**config.mk**
```make
export PLATFORM = sky130hd
export DESIGN_NAME = config_cmd_decoder
export DESIGN_NICKNAME = d
export VERILOG_FILES = /design/src/rtl/config_cmd_decoder.sv
export SDC_FILE = /design/constraint.sdc
export NUM_CORES = 1
export LEC_CHECK = 0
export ABC_AREA = 0
export CORE_MARGIN = 2
export CORE_UTILIZATION = 55
export CTS_BUF_LIST = sky130_fd_sc_hd__clkbuf_4 sky130_fd_sc_hd__clkbuf_8
export CTS_CLUSTER_DIAMETER = 60
export DETAILED_ROUTE_END_ITERATION = 8
export HOLD_SLACK_MARGIN = 0.15
export PLACE_DENSITY = 0.88
export SLEW_MARGIN = 20
export SYNTH_ARGS = -nofsm -noshare
export SYNTH_HDL_FRONTEND = slang
export SYNTH_SLANG_ARGS = --single-unit
```
**constraint.sdc**
```tcl
create_clock -name PCIE_dma_engine_clk -period 5.15 [get_ports PCIE_dma_engine_clk]
set_input_delay 0.7725 -clock PCIE_dma_engine_clk [delete_from_list [all_inputs] [get_ports PCIE_dma_engine_clk]]
set_output_delay 0.7725 -clock PCIE_dma_engine_clk [all_outputs]
set_load 0.05 [all_outputs]
```
**src/rtl/config_cmd_decoder.sv**
```systemverilog
// Configuration command decoder: parses header/payload command words, drives field values with
// one-cycle write strobes, keeps shadow copies for readback and returns one response per frame.
module config_cmd_decoder #(
  parameter int unsigned TIMEOUT_CYCLES = 255
) (
  input  logic        PCIE_dma_engine_clk,
  input  logic        rst,
  input  logic [31:0] cmd_data,
  input  logic        cmd_valid,
  output logic        cmd_ready,
  output logic [7:0]  narrow_band_width,
  output logic        narrow_band_width_en,
  output logic [1:0]  filter_mode,
  output logic        filter_mode_en,
  output logic [7:0]  start_cmp_position,
  output logic        start_cmp_position_en,
  output logic [31:0] rsp_data,
  output logic        rsp_valid,
  input  logic        rsp_ready,
  output logic [7:0]  err_count
);

  localparam logic [1:0] StIdle    = 2'd0;
  localparam logic [1:0] StPayload = 2'd1;
  localparam logic [1:0] StResp    = 2'd2;

  localparam logic [15:0] TmoLast = 16'(TIMEOUT_CYCLES - 1);

  logic [1:0]  state_q, state_d;
  logic [7:0]  addr_q, addr_d;
  logic [7:0]  tag_q, tag_d;
  logic [15:0] tmo_q, tmo_d;
  logic [31:0] rsp_data_q, rsp_data_d;
  logic [7:0]  nbw_q, nbw_d;
  logic [1:0]  fm_q, fm_d;
  logic [7:0]  scp_q, scp_d;
  logic        nbw_en_q, nbw_en_d;
  logic        fm_en_q, fm_en_d;
  logic        scp_en_q, scp_en_d;
  logic [7:0]  err_q, err_d;
  logic        err_inc;
  logic        hs;
  logic [7:0]  rd_val;
  logic        rd_hit;
  logic [7:0]  wval;

  assign cmd_ready = ~rst & ((state_q == StIdle) | (state_q == StPayload));
  assign hs        = cmd_valid & cmd_ready;
  assign wval      = cmd_data[7:0];

  // Readback mux, addressed by the header currently on the command bus
  always_comb begin
    rd_val = 8'h00;
    rd_hit = 1'b1;
    case (cmd_data[15:8])
      8'h00:   rd_val = nbw_q;
      8'h01:   rd_val = {6'b0, fm_q};
      8'h02:   rd_val = scp_q;
      default: rd_hit = 1'b0;
    endcase
  end

  always_comb begin
    state_d    = state_q;
    addr_d     = addr_q;
    tag_d      = tag_q;
    tmo_d      = tmo_q;
    rsp_data_d = rsp_data_q;
    nbw_d      = nbw_q;
    fm_d       = fm_q;
    scp_d      = scp_q;
    nbw_en_d   = 1'b0;
    fm_en_d    = 1'b0;
    scp_en_d   = 1'b0;
    err_inc    = 1'b0;
    case (state_q)
      StIdle: begin
        if (hs) begin
          if (cmd_data[31:24] != 8'hA5) begin
            err_inc = 1'b1;
          end else begin
            addr_d = cmd_data[15:8];
            tag_d  = cmd_data[7:0];
            tmo_d  = '0;
            case (cmd_data[23:16])
              8'h01: state_d = StPayload;
              8'h02: begin
                state_d = StResp;
                if (rd_hit) begin
                  rsp_data_d = {8'h5A, 8'h00, cmd_data[7:0], rd_val};
                end else begin
                  rsp_data_d = {8'h5A, 8'h01, cmd_data[7:0], 8'h00};
                  err_inc    = 1'b1;
                end
              end
              default: begin
                state_d    = StResp;
                rsp_data_d = {8'h5A, 8'h02, cmd_data[7:0], 8'h00};
                err_inc    = 1'b1;
              end
            endcase
          end
        end
      end
      StPayload: begin
        // A payload handshake in the last allowed cycle takes priority over the timeout
        if (hs) begin
          state_d    = StResp;
          rsp_data_d = {8'h5A, 8'h00, tag_q, wval};
          case (addr_q)
            8'h00: begin
              nbw_d    = wval;
              nbw_en_d = 1'b1;
            end
            8'h01: begin
              if (wval[7:2] == 6'd0) begin
                fm_d    = wval[1:0];
                fm_en_d = 1'b1;
              end else begin
                rsp_data_d = {8'h5A, 8'h04, tag_q, 8'h00};
                err_inc    = 1'b1;
              end
            end
            8'h02: begin
              scp_d    = wval;
              scp_en_d = 1'b1;
            end
            default: begin
              rsp_data_d = {8'h5A, 8'h01, tag_q, 8'h00};
              err_inc    = 1'b1;
            end
          endcase
        end else if (tmo_q == TmoLast) begin
          state_d    = StResp;
          rsp_data_d = {8'h5A, 8'h03, tag_q, 8'h00};
          err_inc    = 1'b1;
        end else begin
          tmo_d = tmo_q + 16'd1;
        end
      end
      StResp: begin
        if (rsp_ready) state_d = StIdle;
      end
      default: state_d = StIdle;
    endcase
    err_d = (err_inc && err_q != 8'hFF) ? err_q + 8'd1 : err_q;
  end

  always_ff @(posedge PCIE_dma_engine_clk) begin
    if (rst) begin
      state_q    <= StIdle;
      addr_q     <= 8'h00;
      tag_q      <= 8'h00;
      tmo_q      <= 16'h0000;
      rsp_data_q <= 32'h0;
      nbw_q      <= 8'd25;
      fm_q       <= 2'd0;
      scp_q      <= 8'd0;
      nbw_en_q   <= 1'b0;
      fm_en_q    <= 1'b0;
      scp_en_q   <= 1'b0;
      err_q      <= 8'h00;
    end else begin
      state_q    <= state_d;
      addr_q     <= addr_d;
      tag_q      <= tag_d;
      tmo_q      <= tmo_d;
      rsp_data_q <= rsp_data_d;
      nbw_q      <= nbw_d;
      fm_q       <= fm_d;
      scp_q      <= scp_d;
      nbw_en_q   <= nbw_en_d;
      fm_en_q    <= fm_en_d;
      scp_en_q   <= scp_en_d;
      err_q      <= err_d;
    end
  end

  assign narrow_band_width     = nbw_q;
  assign narrow_band_width_en  = nbw_en_q;
  assign filter_mode           = fm_q;
  assign filter_mode_en        = fm_en_q;
  assign start_cmp_position    = scp_q;
  assign start_cmp_position_en = scp_en_q;
  assign rsp_data              = rsp_data_q;
  assign rsp_valid             = (state_q == StResp);
  assign err_count             = err_q;

endmodule
```
==> flow_summary.json, run 1 <==
{
  "end_kind": "flop",
  "maxSlewHeadroom_pct": 26.9,
  "final-hold-violation-count": 0,
  "overflow": 0,
  "cts.clk_slew.worst_paths_ns": 0.08,
  "synth-edff-count": 0,
  "drive_gt1_share_pct": 11.1,
  "p_leak_nw": 1.66,
  "grt_setup_unrepaired": "no",
  "cp_common_cell": "nand2_1",
  "path_depth": 7,
  "p_per_area_nw_per_um2": 251,
  "first_iter_violations": 236,
  "gp_congestion": 0.824,
  "yosysWarnings": 0,
  "setup_viol": 0,
  "yosys.area.top_type_share_pct": 41.9,
  "yosys_register_bits": 83,
  "whs_path_depth": 2,
  "finalSetupTns_ns": 0,
  "critical_path_buf_inv_count": 1,
  "syn_to_final_growth_pct": 28.1,
  "ant_nets": 0,
  "synth.most_common_cell": "dfxtp_1",
  "start_util_pct": 57.8,
  "r2r_cells": 6,
  "htreeDepth": 3,
  "grt_max_degree": 69,
  "syn_avg_cell_area_sq_um": 9.23,
  "postCtsSetupRepairBufs": 0,
  "synthTopCellsByCount": "dfxtp_1, nor2_1, mux2i_1",
  "startpoint": "cmd_valid",
  "crit_slowest_cell": "nor2_1",
  "design.core.area_sq_um": 6870,
  "rr_startpoint": "state_q[1]",
  "num_rows": 30,
  "drt_wl_total_um": 9560,
  "nNetsFinal": 549,
  "worstSetupPathType": "input pin to flop",
  "cp_slowest_stage_delay_ns": 0.81,
  "antenna_found_initial": 0,
  "yosys.area.top_type": "dfxtp_1",
  "die_h_um": 88.9,
  "ioPinCount": 99,
  "status": "finished clean",
  "cts_resized": 0,
  "port_buffers": 89,
  "dp_slack_ns": 1.69,
  "grt_use_total_pct": 24.2,
  "dp_hpwl_um": 6650,
  "cp_max_fo": 15,
  "path_cells": "clkdlybuf4s50_1 > nor3b_2 > nand4_1 > nor2_1 > nand2_1 > nand2_1 > a21oi_1",
  "cts_hold_buf": 0,
  "clk_latency_ns": 0.36,
  "max-cap-violations": 0,
  "via_per_inst": 5.75,
  "period_needed_ns": 3.24,
  "post-route-util_pct": 74.0,
  "ys_async_sr_fraction_pct": 0,
  "start_kind": "input pin",
  "die_x_um": 88.9,
  "setup_ws_ns": 1.91,
  "clock.fmax_ghz": 0.308,
  "cts_root_buf": "clkbuf_8",
  "tightest_slew_ns": 1.10,
  "holdCritPathClass": "flop to flop",
  "ir_worst_vdd_v": 0.000143,
  "routedWlPerCell_um": 15.6,
  "syn-cell-area_sq_um": 3970,
  "ys_top_cells_by_area": "dfxtp_1, mux2i_1, nor2_1",
  "drt_pass1_iterations": 4,
  "clock_skew_ns": 0.0110,
  "crit_family": "simple AND/OR/NAND/NOR gates",
  "grt_pass1_wl_um": 14900,
  "synthCells": 430,
  "period_share_pct": 63.0,
  "vias": 3514,
  "post-route-drc-count": 0,
  "cts_inserted_buffers": 9,
  "cts_tree": "done",
  "first_global_vias": 3217,
  "arrival_ns": 3.45,
  "min_from": "start_cmp_position[2]",
  "synth_cell_types": 57,
  "ys_seq_area_share_pct": 41.9,
  "dieArea_sq_um": 7910,
  "critPathRequiredTime_ns": 5.35,
  "clock_path_buffers": 2,
  "diodes": 0,
  "maxSlewViolCount": 0,
  "cts_sinks": 83,
  "synth_ff_type": "dfxtp_1"
}
layer usage:
metal  GRT usage, %  routed length [um]  vias up
li1               -                   -     1683
met1           31.9                4200     1669
met2           39.3                4530      142
met3           4.62                 642       20
met4           10.0                 180        0
met5              0                   0        -
state kept, by name, summed over array words and instances, names as in the netlist:
register,count
addr_q,8
err_count,8
filter_mode,2
filter_mode_en,1
narrow_band_width,8
narrow_band_width_en,1
rsp_data,20
start_cmp_position,8
start_cmp_position_en,1
state_q,2
tag_q,8
tmo_q,16
tightest hold or removal path, stage by stage, from the launching register on:
cell	delay, ns
dfxtp_1	0.33
nand2_1	0.06
a21oi_1	0.06
per-stage QoR:
stage	cell area, sq um	power (W)	std cells	hold slack (ns)
floorplan	4000	0.000719	438	0.460
global placement	4850	0.000758	595	0.464
CTS	5080	0.00128	611	0.488
detailed placement	4850	0.000760	595	0.476
global route	5080	0.00131	611	0.511
finish	5080	0.00127	611	0.485
final timing paths:
check,end,slack [ns]
worst max-delay path,start_cmp_position[7],1.91
worst min-delay path,start_cmp_position[2],0.49
worst max register to register,start_cmp_position[7],2.41
worst min register to register,start_cmp_position[2],0.49
final cells by class:
cell class,instances,area [sq um]
well taps,96,120
inverters,6,22.5
clock buffers,12,153
multi-input cells,316,2130
flip-flops and latches,83,1660
fillers,492,1790
clock inverters,4,73.8
repair buffers,94,923
report_power, final:
part | total [W] | leakage [nW] | switching, W | internal, W
Clock | 0.000527 | 0.117 | 0.000230 | 0.000297
Combinational | 0.000101 | 0.871 | 0.0000609 | 0.0000397
Sequential | 0.000645 | 0.669 | 0.00000196 | 0.000643
cell usage in the layout (no fill, tap or decap), drive strengths merged, types with 2 or more instances in the layout:
cell and n:
clkdlybuf4s50 88, dfxtp 83, nor2 74, mux2i 35, nand2 22, a211oi 20, a21oi 19, xnor2 16
nand3 13, nor4 13, clkbuf 12, conb 9, a22oi 9, nor3 8, inv 6, mux2 6
o21ai 6, nor2b 6, buf 6, nand4 5, and3 5, or4 5, or3 4, nand2b 3
and2 3, a211o 3, ha 3, nor3b 3, nand3b 2, nor4bb 2, and4b 2, nor4b 2
a22o 2, nand4b 2, bufinv 2, o211ai 2, clkinv 2
kinds of logic after synthesis:
logic type               synth area share, %
AND/OR/NAND/NOR                         23.6
multiplexers                            10.5
flip-flops                              41.9
buffers and inverters                   5.49
other                                 0.0945
AO/OA/AOI/OAI                           13.7
XOR/XNOR                                3.75
adder cells (fa/ha/maj)                0.946
Note: power is estimated with default switching activity, not from simulation.
==> inputs of run 2 (changes only) <==
Settings changed: CORE_UTILIZATION 55 to 51, PLACE_DENSITY 0.88 to 0.82.
Clock period 5.15 ns to 3.1 ns, I/O delays scaled along.
==> run 2 against run 1 <==
Against the previous run:
- non-clock buffer count rose by 10
- total power up 68%
- critical path depth did not move
- global-route usage is 1.3 points lower
- clock skew is 0.0021 ns higher
- clock power grew 70%
- sequential power is 66% higher
- clock-buffer cell count is 2 lower
- setup slack got worse by 1.6 ns
- routed wire length fell by 1.8%
- critical path type unchanged
==> flow_summary.json, run 2 (same netlist as run 1, synthesis figures left out) <==
{
  "status": "finished clean",
  "r2r_end": "rsp_data[4]",
  "path_cells": "clkdlybuf4s50_1 > or4_1 > or4_4 > nor3b_1 > and2b_2 > a22oi_1 > a211oi_2",
  "num_rows": 32,
  "cts_resized": 0,
  "crit_family": "simple AND/OR/NAND/NOR gates",
  "clock.fmax_ghz": 0.365,
  "grt_setup_unrepaired": "no",
  "largest_reg_flops": 20,
  "overflow": 0,
  "htreeDepth": 3,
  "maxSlewHeadroom_pct": 61.4,
  "setup_viol": 0,
  "cts_root_buf": "clkbuf_8",
  "diodes": 0,
  "via_per_inst": 5.46,
  "end_kind": "flop",
  "worstSetupPathType": "input pin to flop",
  "syn_to_final_growth_pct": 30.2,
  "first_iter_violations": 213,
  "gp_congestion": 0.801,
  "ant_nets": 0,
  "startpoint": "cmd_data[19]",
  "dieArea_sq_um": 8500,
  "period_needed_ns": 2.74,
  "ir_worst_vdd_v": 0.000290,
  "cts_sinks": 83,
  "rr_startpoint": "tmo_q[2]",
  "cts_hold_buf": 0,
  "cts_inserted_buffers": 9,
  "wl_met1_um": 4160,
  "post-route-util_pct": 67.6,
  "design.core.area_sq_um": 7650,
  "tightest_slew_ns": 0.578,
  "start_util_pct": 51.9,
  "clk_latency_ns": 0.35,
  "maxSlewViolCount": 0,
  "final-hold-violation-count": 0,
  "dp_hpwl_um": 6790,
  "wl_met3_um": 524,
  "clock_skew_ns": 0.0130,
  "p_leak_nw": 1.70,
  "crit_slowest_cell": "or4_1",
  "cp_max_fo": 6,
  "die_h_um": 92.2,
  "r2r_cells": 7,
  "period_share_pct": 88.5,
  "drive_gt1_share_pct": 12.6,
  "drt_wl_total_um": 9380,
  "rrSetupSlack_ns": 0.58,
  "num-fill-cells": 612,
  "grt_max_degree": 45,
  "critPathRequiredTime_ns": 3.37,
  "clock_path_buffers": 2,
  "mostFrequentLayoutCells": "clkdlybuf4s50_1, dfxtp_1, nor2_1",
  "postCtsSetupRepairBufs": 0,
  "start_kind": "input pin",
  "grt_pass1_wl_um": 15700,
  "wl_met2_um": 4440,
  "nNetsFinal": 559,
  "post-route-drc-count": 0,
  "holdCritPathClass": "flop to flop",
  "die_x_um": 92.2,
  "path_depth": 7,
  "timing.hold.ws_ns": 0.477,
  "grt_use_total_pct": 22.9,
  "cts.clk_slew.worst_paths_ns": 0.09,
  "ioPinCount": 99,
  "arrival_ns": 3.01,
  "layout_commonest_cell": "clkdlybuf4s50_1",
  "port_buffers": 89,
  "finalSetupTns_ns": 0,
  "vias": 3424,
  "antenna_found_initial": 0,
  "max-cap-violations": 0,
  "critical_path_buf_inv_count": 1,
  "drt_pass1_iterations": 5,
  "cp_slowest_stage_delay_ns": 0.55,
  "first_global_vias": 3302,
  "endpoint": "rsp_data[4]",
  "highest_layer": "met4",
  "cts_tree": "done",
  "routedWlPerCell_um": 15.0,
  "p_per_area_nw_per_um2": 414
}
## run 2: cell count changes in the layout (fill, tap and decap cells not counted)
| cell | before | now |
|---|---|---|
| o21bai_1 | 0 | 1 |
| o21bai_2 | 1 | 0 |
| inv_8 | 0 | 1 |
| clkbuf_4 | 2 | 0 |
| clkinv_4 | 1 | 2 |
| clkinv_2 | 1 | 0 |
| clkinvlp_4 | 0 | 1 |
| buf_4 | 5 | 15 |
## run 2: tightest hold or removal path: cells and delay by family, from the launching register on
family	cells	cell delay (ns)
and+or+nand+nor	1	0.06
DFF	1	0.33
AOI/OAI and AO/OA	1	0.05
## run 2: layout make-up
type	count	area (sq um)	area share [%]
multi-input combinational	316	2120	41.1
clock buffer	10	138	2.66
inverter	6	22.5	0.436
sequential	83	1660	32.2
tap	102	128	2.47
clock inverter	6	96.3	1.86
timing repair buffer	104	998	19.3
## run 2: power by group
group	internal [W]	switching [W]	total [W]
clock network	0.000484	0.000412	0.000896
logic	0.0000700	0.000102	0.000172
registers	0.00107	0.00000334	0.00107
total	0.00162	0.000517	0.00214
## run 2: layer usage
layer | vias up | GRT usage, %
met1 | 1563 | 29.1
met2 | 138 | 37.7
met4 | 0 | 11.2
met3 | 24 | 3.94
li1 | 1699 | -
met5 | - | 0
## run 2: metrics by stage
stage / total power [W] / area, sq um / instances / setup WS [ns]
final: 0.00214 / 5170 / 627 / 0.357
after detailed placement: 0.00127 / 4930 / 611 / 0.0708
after global placement: 0.00126 / 4930 / 611 / 0.136
after floorplan: 0.00119 / 4000 / 438 / 0.726
after global routing: 0.00222 / 5170 / 627 / 0.297
after CTS: 0.00215 / 5170 / 627 / 0.394
## run 2: worst min path at each step
stage / from / to / slack (ns) / cells past startpoint
after floorplan: tag_q[0] / tag_q[0] / 0.46 / 2
after global placement: start_cmp_position[7] / start_cmp_position[7] / 0.46 / 2
after detailed placement: start_cmp_position[4] / start_cmp_position[4] / 0.47 / 2
after CTS: start_cmp_position[4] / start_cmp_position[4] / 0.48 / 2
after global routing: start_cmp_position[4] / start_cmp_position[4] / 0.51 / 2
final: start_cmp_position[4] / start_cmp_position[4] / 0.48 / 2
==> inputs of run 3 (changes only) <==
Settings changed: CTS_CLUSTER_DIAMETER 60 to 80, SKIP_LAST_GASP from default to 1.
==> results of run 3 <==
The final DEF is identical to that of run 2; final timing and power are the same.
